`src/rtl/alu_cb_pkg.sv`:
```
// Shared types and constants for the CB-prefix ALU sequencer.
// The encodings for bus output, latch load and shift select match the ALU include.
package alu_cb_pkg;

  // Sequencer states.
  typedef logic [2:0] state_t;
  localparam state_t IDLE   = 3'd0;
  localparam state_t SEL_B  = 3'd1;
  localparam state_t LOAD_A = 3'd2;
  localparam state_t EXEC   = 3'd3;
  localparam state_t DONE   = 3'd4;

  // Opcode group field, bits [7:6] of the CB suffix byte.
  localparam logic [1:0] GRP_SH  = 2'b00;
  localparam logic [1:0] GRP_BIT = 2'b01;
  localparam logic [1:0] GRP_RES = 2'b10;
  localparam logic [1:0] GRP_SET = 2'b11;

  typedef enum logic [1:0] {
    NONE   = 2'd0,
    BS_OE  = 2'd1,
    SH_OE  = 2'd2,
    RES_OE = 2'd3
  } oe_e;

  typedef enum logic {
    NO_LD  = 1'b0,
    BUS_LD = 1'b1
  } ld_e;

  typedef enum logic [2:0] {
    SH_RLC  = 3'd0,
    SH_RRC  = 3'd1,
    SH_RL   = 3'd2,
    SH_RR   = 3'd3,
    SH_SLA  = 3'd4,
    SH_SRA  = 3'd5,
    SH_SWAP = 3'd6,
    SH_SRL  = 3'd7
  } sh_e;

  // The 3-bit select has no spare code: "no shift" shares code 0 and the ALU
  // only applies the shifter when the mode word selects a shift (v=1).
  localparam sh_e NO_SH = SH_RLC;

  typedef struct packed {
    logic r;
    logic s;
    logic v;
    logic ne;
    logic ci;
    logic l;
    logic h;
  } alu_mode_t;

  // Mode words per op: _A while loading the operand, _E while executing.
  localparam alu_mode_t MODE_IDLE  = 7'b0000000;
  localparam alu_mode_t MODE_BIT_A = 7'b0100110;
  localparam alu_mode_t MODE_BIT_E = 7'b0100101;
  localparam alu_mode_t MODE_RES_A = 7'b1001010;
  localparam alu_mode_t MODE_RES_E = 7'b1001001;
  localparam alu_mode_t MODE_SET_A = 7'b1100010;
  localparam alu_mode_t MODE_SET_E = 7'b1100001;
  localparam alu_mode_t MODE_SH_A  = 7'b0010010;
  localparam alu_mode_t MODE_SH_E  = 7'b0010001;

  // Pick the mode word for the current op class and phase.
  function automatic alu_mode_t mode_sel(input logic is_bit, input logic is_res,
                                         input logic is_set, input logic exec);
    if (is_bit) return exec ? MODE_BIT_E : MODE_BIT_A;
    if (is_res) return exec ? MODE_RES_E : MODE_RES_A;
    if (is_set) return exec ? MODE_SET_E : MODE_SET_A;
    return exec ? MODE_SH_E : MODE_SH_A;
  endfunction

endpackage

```
`src/rtl/alu_cb_seq_decode.sv`:
```
// Combinational decode of the CB suffix byte (register field excluded).
module alu_cb_decode
  import alu_cb_pkg::*;
(
  input  logic [4:0] opc_hi,
  output logic       is_bit,
  output logic       is_res,
  output logic       is_set,
  output logic       is_sh,
  output logic [2:0] sh_kind,
  output logic [2:0] bsel
);

  // Split group and bit/shift field; [2:0] of opc_hi is opcode[5:3].
  always_comb begin
    is_bit  = (opc_hi[4:3] == GRP_BIT);
    is_res  = (opc_hi[4:3] == GRP_RES);
    is_set  = (opc_hi[4:3] == GRP_SET);
    is_sh   = (opc_hi[4:3] == GRP_SH);
    sh_kind = opc_hi[2:0];
    bsel    = opc_hi[2:0];
  end

endmodule

```
`src/rtl/alu_cb_seq.sv`:
```
// Multi-cycle sequencer driving the 8-bit ALU for CB-prefixed ops
// (BIT/RES/SET and the rotate/shift/swap group).
module alu_cb_seq
  import alu_cb_pkg::*;
(
  input  logic       clk,
  input  logic       nreset,
  input  logic       start,
  output logic       ready,
  input  logic [7:0] opcode,
  input  logic [7:0] operand,
  input  logic       cin,
  output logic [2:0] alu_bs,
  output logic [7:0] alu_op,
  output logic [2:0] alu_sh,
  output logic [1:0] alu_oe,
  output logic       alu_la,
  output logic       alu_lb,
  output logic [6:0] alu_mode,
  input  logic [7:0] alu_result,
  input  logic       alu_zero,
  input  logic       alu_carry,
  output logic       done,
  output logic [7:0] result,
  output logic [3:0] flags,
  output logic       wr
);

  state_t     state;
  logic [4:0] opc_q;
  logic [7:0] operand_q;
  logic       cin_q;
  logic       accept;
  logic       is_bit;
  logic       is_res;
  logic       is_set;
  logic       is_sh;
  logic [2:0] sh_kind;
  logic [2:0] bsel;
  logic       unused_reg_field;

  // The register field is resolved by the instruction decoder, not here.
  assign unused_reg_field = ^opcode[2:0];

  assign ready  = (state == IDLE);
  assign accept = start && ready;

  // Flag word produced at the end of EXEC.
  // RES/SET leave Z/N/H as they were; the decoder merges the real prior flags.
  function automatic logic [3:0] next_flags(input logic f_bit, input logic f_sh,
                                            input logic f_swap, input logic [3:0] prev,
                                            input logic z, input logic c, input logic ci);
    if (f_bit) return {z, 1'b0, 1'b1, ci};
    if (f_sh)  return {z, 2'b00, f_swap ? 1'b0 : c};
    return {prev[3:1], ci};
  endfunction

  alu_cb_decode u_decode (
    .opc_hi  (opc_q),
    .is_bit  (is_bit),
    .is_res  (is_res),
    .is_set  (is_set),
    .is_sh   (is_sh),
    .sh_kind (sh_kind),
    .bsel    (bsel)
  );

  // Capture the op on accept; held for the whole sequence.
  always_ff @(posedge clk) begin
    if (accept) begin
      opc_q     <= opcode[7:3];
      operand_q <= operand;
      cin_q     <= cin;
    end
  end

  // Sequencer state, done pulse and the registered result/flags/write-enable.
  always_ff @(posedge clk or negedge nreset) begin
    if (!nreset) begin
      state  <= IDLE;
      done   <= 1'b0;
      result <= 8'h00;
      flags  <= 4'h0;
      wr     <= 1'b0;
    end else begin
      done <= 1'b0;
      case (state)
        IDLE: begin
          if (start) state <= (opcode[7:6] == GRP_SH) ? LOAD_A : SEL_B;
        end
        SEL_B:  state <= LOAD_A;
        LOAD_A: state <= EXEC;
        EXEC: begin
          state  <= DONE;
          done   <= 1'b1;
          result <= alu_result;
          flags  <= next_flags(is_bit, is_sh, (sh_kind == SH_SWAP), flags,
                               alu_zero, alu_carry, cin_q);
          wr     <= ~is_bit;
        end
        DONE:    state <= IDLE;
        default: state <= IDLE;
      endcase
    end
  end

  // ALU control lines decoded from the current state; idle outside an op.
  always_comb begin
    alu_bs   = 3'd0;
    alu_op   = 8'h00;
    alu_sh   = NO_SH;
    alu_oe   = NONE;
    alu_la   = NO_LD;
    alu_lb   = NO_LD;
    alu_mode = MODE_IDLE;
    case (state)
      SEL_B: begin
        alu_bs = bsel;
        alu_oe = BS_OE;
        alu_lb = BUS_LD;
      end
      LOAD_A: begin
        alu_op   = operand_q;
        alu_oe   = SH_OE;
        alu_la   = BUS_LD;
        alu_sh   = is_sh ? sh_kind : NO_SH;
        alu_mode = mode_sel(is_bit, is_res, is_set, 1'b0);
      end
      EXEC: begin
        alu_oe   = RES_OE;
        alu_mode = mode_sel(is_bit, is_res, is_set, 1'b1);
      end
      default: ;
    endcase
  end

  // A BIT test relies on the ALU holding carry high through load and execute.
  bit_carry_held: assert property (@(posedge clk) disable iff (!nreset)
    (is_bit && (state == LOAD_A || state == EXEC)) |-> alu_carry);

endmodule

```
`config.mk`:
```
export PLATFORM = sky130hd
export DESIGN_NAME = alu_cb_seq
export DESIGN_NICKNAME = d
export VERILOG_FILES = /design/src/rtl/alu_cb_pkg.sv /design/src/rtl/alu_cb_seq_decode.sv /design/src/rtl/alu_cb_seq.sv
export SDC_FILE = /design/constraint.sdc
export NUM_CORES = 1
export LEC_CHECK = 0
export CELL_PAD_IN_SITES_DETAIL_PLACEMENT = 1
export CELL_PAD_IN_SITES_GLOBAL_PLACEMENT = 1
export CORE_MARGIN = 1.5
export CORE_UTILIZATION = 30
export DETAILED_ROUTE_END_ITERATION = 12
export PLACE_DENSITY_LB_ADDON = 0.1
export SKIP_CTS_REPAIR_TIMING = 1
export SYNTH_ARGS = -nofsm -noshare
export SYNTH_HDL_FRONTEND = slang
export SYNTH_SLANG_ARGS = --single-unit
export TNS_END_PERCENT = 1
```
`constraint.sdc`:
```
create_clock -name clk -period 2.2 [get_ports clk]
set_input_delay 0.66 -clock clk [delete_from_list [all_inputs] [get_ports clk]]
set_output_delay 0.66 -clock clk [all_outputs]
set_load 0.005 [all_outputs]
```
Word-level counts from Yosys, hierarchy flattened
Cells that the tools add are included.
Storage, ports and cells
  output and inout port bits: 40
  bits in read-only memories: 0
  register bits: 31
  word-level logic and storage cells: 71
  latch bits: 0
  memories: 0
  memory bits (writable): 0
Operators by class
  equality and inequality tests: 8
  $mul: 0
  $add $sub $neg: 0
  multiplexer cells: 47
  divide/modulo/power cells: 0
  shift-type cells: 0
  bitwise logic cells: 1
  reduce and logical (&&, ||, !) cells: 6
  order comparisons: 0
Operator list (count)
  $mux W7: 12
  $mux W1: 22
  $mux W4: 4
  $pmux W7 S2: 1
  $mux W3: 4
  $pmux W3 S4: 1
  $mux W8: 1
  $eq A3 B2 Y1 const B: 2
  $pmux W2 S3: 1
  $eq A2 B2 Y1 const B: 2
  $logic_not A2 Y1: 2
  $eq A3 B1 Y1 const B: 1
  $eq A3 B3 Y1 const B: 1
  $logic_not A3 Y1: 1
  $eq A2 B1 Y1 const B: 1
  $mux W2: 1
  $ne A2 B2 Y1 const B: 1
  $reduce_and A2 Y1: 1
  $reduce_bool A2 Y1: 1
  $logic_and A1 B1 Y1: 1
  $not A1 Y1: 1

Longest topological paths before layout
  depth after elaboration: 12
  mapped depth: 6
  depth with buffers taken out: 4

Hierarchy
Synthesis repeated with hierarchy kept, for this count alone.
Second synthesis, totals
  cells, all modules: 122
  area, all modules: 1308.8 µm²
By module, submodules not included
  alu_cb_seq: seq. area each 820.8 µm², cells an instance 112, area an instance 1237.4 µm², times used 1
  alu_cb_decode: seq. area each 0.0 µm², cells an instance 10, area an instance 71.3 µm², times used 1

Least setup slack after synthesis
OpenSTA, ideal clock, no wires.
  kind: reg2out
  start: register state[2]
  end: output alu_sh[1]
  arrival time: 1.026 ns
  cell stages (with the launch flop): 5
  setup slack: 0.514 ns
  path through: dfrtp_1 > nand2b_2 > nor2_2 > buf_4 > and3_1
On the way
  word-level cells in the longest chain between the ends: 2
Ends and longest elaborated chain
  start: declaration: RTL line alu_cb_seq.sv:29  | state_t state;
  start signal: assignment: RTL line alu_cb_seq.sv:89  | if (start) state <= (opcode[7:6] == GRP_SH) ? LOAD_A : SEL_B;
  $eq A3 B2 Y1: RTL line alu_cb_seq.sv:116  | case (state)
  $mux W3: RTL line alu_cb_seq.sv:116
  end: declaration: RTL line alu_cb_seq.sv:15  | output logic [2:0] alu_sh,
No other way between the ends.

Worst setup path after layout
  start: register state[2]
  end: output alu_op[7]
On the way
  word-level cells in the longest chain between the ends: 2
Ends and longest elaborated chain
  $eq A3 B2 Y1: RTL line alu_cb_seq.sv:116
  $mux W8: RTL line alu_cb_seq.sv:116
  end: declaration: RTL line alu_cb_seq.sv:14  | output logic [7:0] alu_op,
No other way between the ends.

==> out/qor.csv <==
stage;metric;value;unit
grt;pin count of the biggest net entering global routing;17;
clock_tree;clk slew on worst S/H paths;60;ps
clock_tree;number of clock sinks;30;
power_and_ir_drop;Pleak;1.19;nW
setup_path;crit path max-delay cell type;clkdlybuf4s50_1;
timing;Final Hold Fails;0;
power_and_ir_drop;Seq pwr share;35.5;%
logic_synthesis;Post-synth EDFFs;14;
detailed_routing;1st-iter DRT viols;30;
power_and_ir_drop;Clock power frac;15.9;%
timing;achievable frequency;0.418;GHz
logic_synthesis;Seq cells post-synth;30;
grt;first-pass GRT wire length;4470;µm
detailed_routing;WL final;2920;µm
timing;final worst slack;-191;ps
placed_design;post-placement cell area;2000;µm²
layout;fin cells;237;
timing;Final Max Slew Viols;0;
run_status;failing checks;setup timing;
logic_synthesis;top post-synthesis cells by count;24 x nand2_1, 16 x dfrtp_1, 14 x and2_1, 14 x edfxtp_1, 5 x nor2_1;
clock_tree;Root Driver;clkbuf_8;
floorplanning;Rows;23;
logic_synthesis;Syn Std Cell Area;1240;µm²
setup_path;Critical Path End;alu_op[7];
placed_design;GP Congestion;0.717;
detailed_routing;via count;1064;
floorplanning;die width;67.3;µm
setup_path;CP Launch Type;flop;
logic_synthesis;ranking of synthesized cells by area;edfxtp_1 34%, dfrtp_1 32%, nand2_1 7.3%;
timing;Final Setup Violations;4;
logic_synthesis;post-synth net total;138;
logic_synthesis;post-synth top area share;33.9;%
logic_synthesis;Netlist cell types;24;
placed_design;Buffers on Ports;65;
setup_path;max incr delay on CP;490;ps
placed_design;Cells after DPL;229;
power_and_ir_drop;Gate power share;48.6;%
timing;min Tclk post-route;2390;ps
timing;setup repair after global routing missed its margin;yes;
power_and_ir_drop;switching share of power;30.6;%
logic_synthesis;Yosys top cell by area;edfxtp_1;
run_status;status;complete, but fails checks;
detailed_routing;TritonRoute pass-1 iters;3;
detailed_routing;# DRC;0;
power_and_ir_drop;Sw Pwr;0.785;mW
layout;Fill cells;431;
detailed_routing;WL/cell;12.3;µm
setup_path;critical path cell sequence;nand2b_4, nor2_2, buf_6, and2_1, clkdlybuf4s50_1;
power_and_ir_drop;Power Density;1200;nW/µm²
setup_path;Critical Path RT;1540;ps
clock_tree;TritonCTS clock tree;done;
layout;# nets final;216;
setup_path;Setup CP Type;reg2out;
placed_design;detailed placement HPWL;2290;µm
setup_path;Critical R2R Capture;flags[1]$_DFFE_PN0P_;
detailed_routing;post-route ant nets;0;
detailed_routing;DR vias/cell;4.49;
clock_tree;Worst-Skew Late Latency;280;ps
grt;initial antenna violation count;0;
grt;global route overflow;0;
setup_path;crit path DAT;1730;ps
setup_path;Worst R2R Path Depth;5;
layout;ANT cells;0;
logic_synthesis;sequential share of the synthesized area;66.1;%
layout;Finished Cell Area;2150;µm²
setup_path;r2r startpoint;state[2]$_DFFE_PN0P_;
floorplanning;Initial Utilization;31.0;%
timing;setup_tns;-515;ps
clock_tree;CTS buffer count;5;
logic_synthesis;share of async-settable or async-resettable flops after synthesis;53.3;%
floorplanning;die area;4530;µm²
setup_path;R2R Setup Slk;620;ps
grt;Total GRT Usage;13.7;%
layout;Final Util;53.6;%
hold_path;Hold Crit Class;reg2reg;
logic_synthesis;most common cell in the netlist;nand2_1;
setup_path;CP Launch Point;state[2]$_DFFE_PN0P_;
clock_tree;H-tree Lvls;2;
timing;Final Skew;10.6;ps
power_and_ir_drop;Peak VDD IR;0.602;mV
floorplanning;num ports;70;
layout;layout cells sized above 1;13.4;%
timing;final period utilization;109;%
logic_synthesis;Ys Warns;0;
logic_synthesis;Synth Area per Inst;11.5;µm²
logic_synthesis;Mapped Cells;108;
logic_synthesis;dominant synthesized flop cell;dfrtp_1;
setup_path;crit end category;primary output;
grt;vias in the first global route;1038;
power_and_ir_drop;Internal;1.78;mW
setup_path;CP Max Fanout;12;
flow_run;Max Cap Viol;0;
floorplanning;height of the die;67.3;µm
floorplanning;core area;4000;µm²
clock_tree;Max Buffers Root-to-Sink;2;
timing;Hold Slack;474;ps
layout;Layout area overhead;72.9;%
-- worst max-delay path: cells and delay by family, from the launching register on --
kind	cells	cell delay, ps
flip-flops	1	420
buffers and inverters	2	630
AND/OR/NAND/NOR	3	400
-- worst min path at each step --
stage                                startpoint               endpoint  slack [ps]  cells after the start
final                     result[6]$_DFFE_PN0N_  result[6]$_DFFE_PN0N_         470                      2
after global routing      result[7]$_DFFE_PN0N_  result[7]$_DFFE_PN0N_         510                      2
after CTS                 result[6]$_DFFE_PN0N_  result[6]$_DFFE_PN0N_         480                      2
after detailed placement  result[6]$_DFFE_PN0N_  result[6]$_DFFE_PN0N_         470                      2
after floorplan                          nreset         done$_DFF_PN0_         360                      0
after global placement    result[4]$_DFFE_PN0N_  result[4]$_DFFE_PN0N_         460                      2
-- sequential cells by signal (all words and copies together), names as in the netlist --
name / cells
result: 8
opc_q: 5
state: 3
wr: 1
done: 1
flags: 3
cin_q: 1
operand_q: 8
-- cell usage in the layout (no fill, tap or decap), drive strengths merged, types with 2 or more instances in the layout --
| cell type | count |
|---|---|
| clkbuf | 6 |
| nor3 | 2 |
| a211oi | 3 |
| dlymetal6s2s | 19 |
| and2 | 14 |
| and3 | 3 |
| dfrtp | 16 |
| nor2 | 7 |
| o21ai | 2 |
| clkinv | 2 |
| mux2 | 2 |
| buf | 11 |
| clkdlybuf4s50 | 46 |
| nor2b | 3 |
| inv | 5 |
| edfxtp | 14 |
| nand3b | 2 |
| nand2 | 24 |
-- power groups by stage --
stage,combinational (mW),clock [mW],sequential (mW)
finish,1.25,0.408,0.910
global route,1.38,0.452,0.933
CTS,1.30,0.422,0.906
detailed placement,1.29,0,0.916
global placement,1.26,0,0.903
floorplan,0.478,0,0.918
-- layer usage --
layer	vias up	GRT usage (%)	part of all wire [%]
li1	509	-	-
met5	-	0	0
met4	0	6.12	1.7
met1	517	15.0	40
met2	33	23.5	52
met3	5	5.33	5.8
-- per-stage QoR --
step	worst slack [ps]	power [mW]
final	-191	2.57
after floorplan	514	1.40
after detailed placement	-21.4	2.21
after global routing	-257	2.76
after global placement	23.4	2.17
after CTS	-326	2.63
-- area by class of cell --
type	count	area (µm²)	area share [%]
sequential	30	821	38.3
tap	50	62.6	2.92
inverter	5	18.8	0.875
multi-input combinational	68	377	17.6
timing repair buffer	76	785	36.6
clock buffer	6	72.6	3.38
clock inverter	2	10.0	0.466
-- cell families after synthesis --
family                 after synthesis  share of synthesized area [%]
AO/OA/AOI/OAI                        7                           3.53
buffers and inverters               10                           4.33
flip-flops                          30                           66.1
multiplexers                         2                           1.81
other                                1                          0.302
AND/OR/NAND/NOR                     58                           23.9
Power figures use the tool's default switching activity.
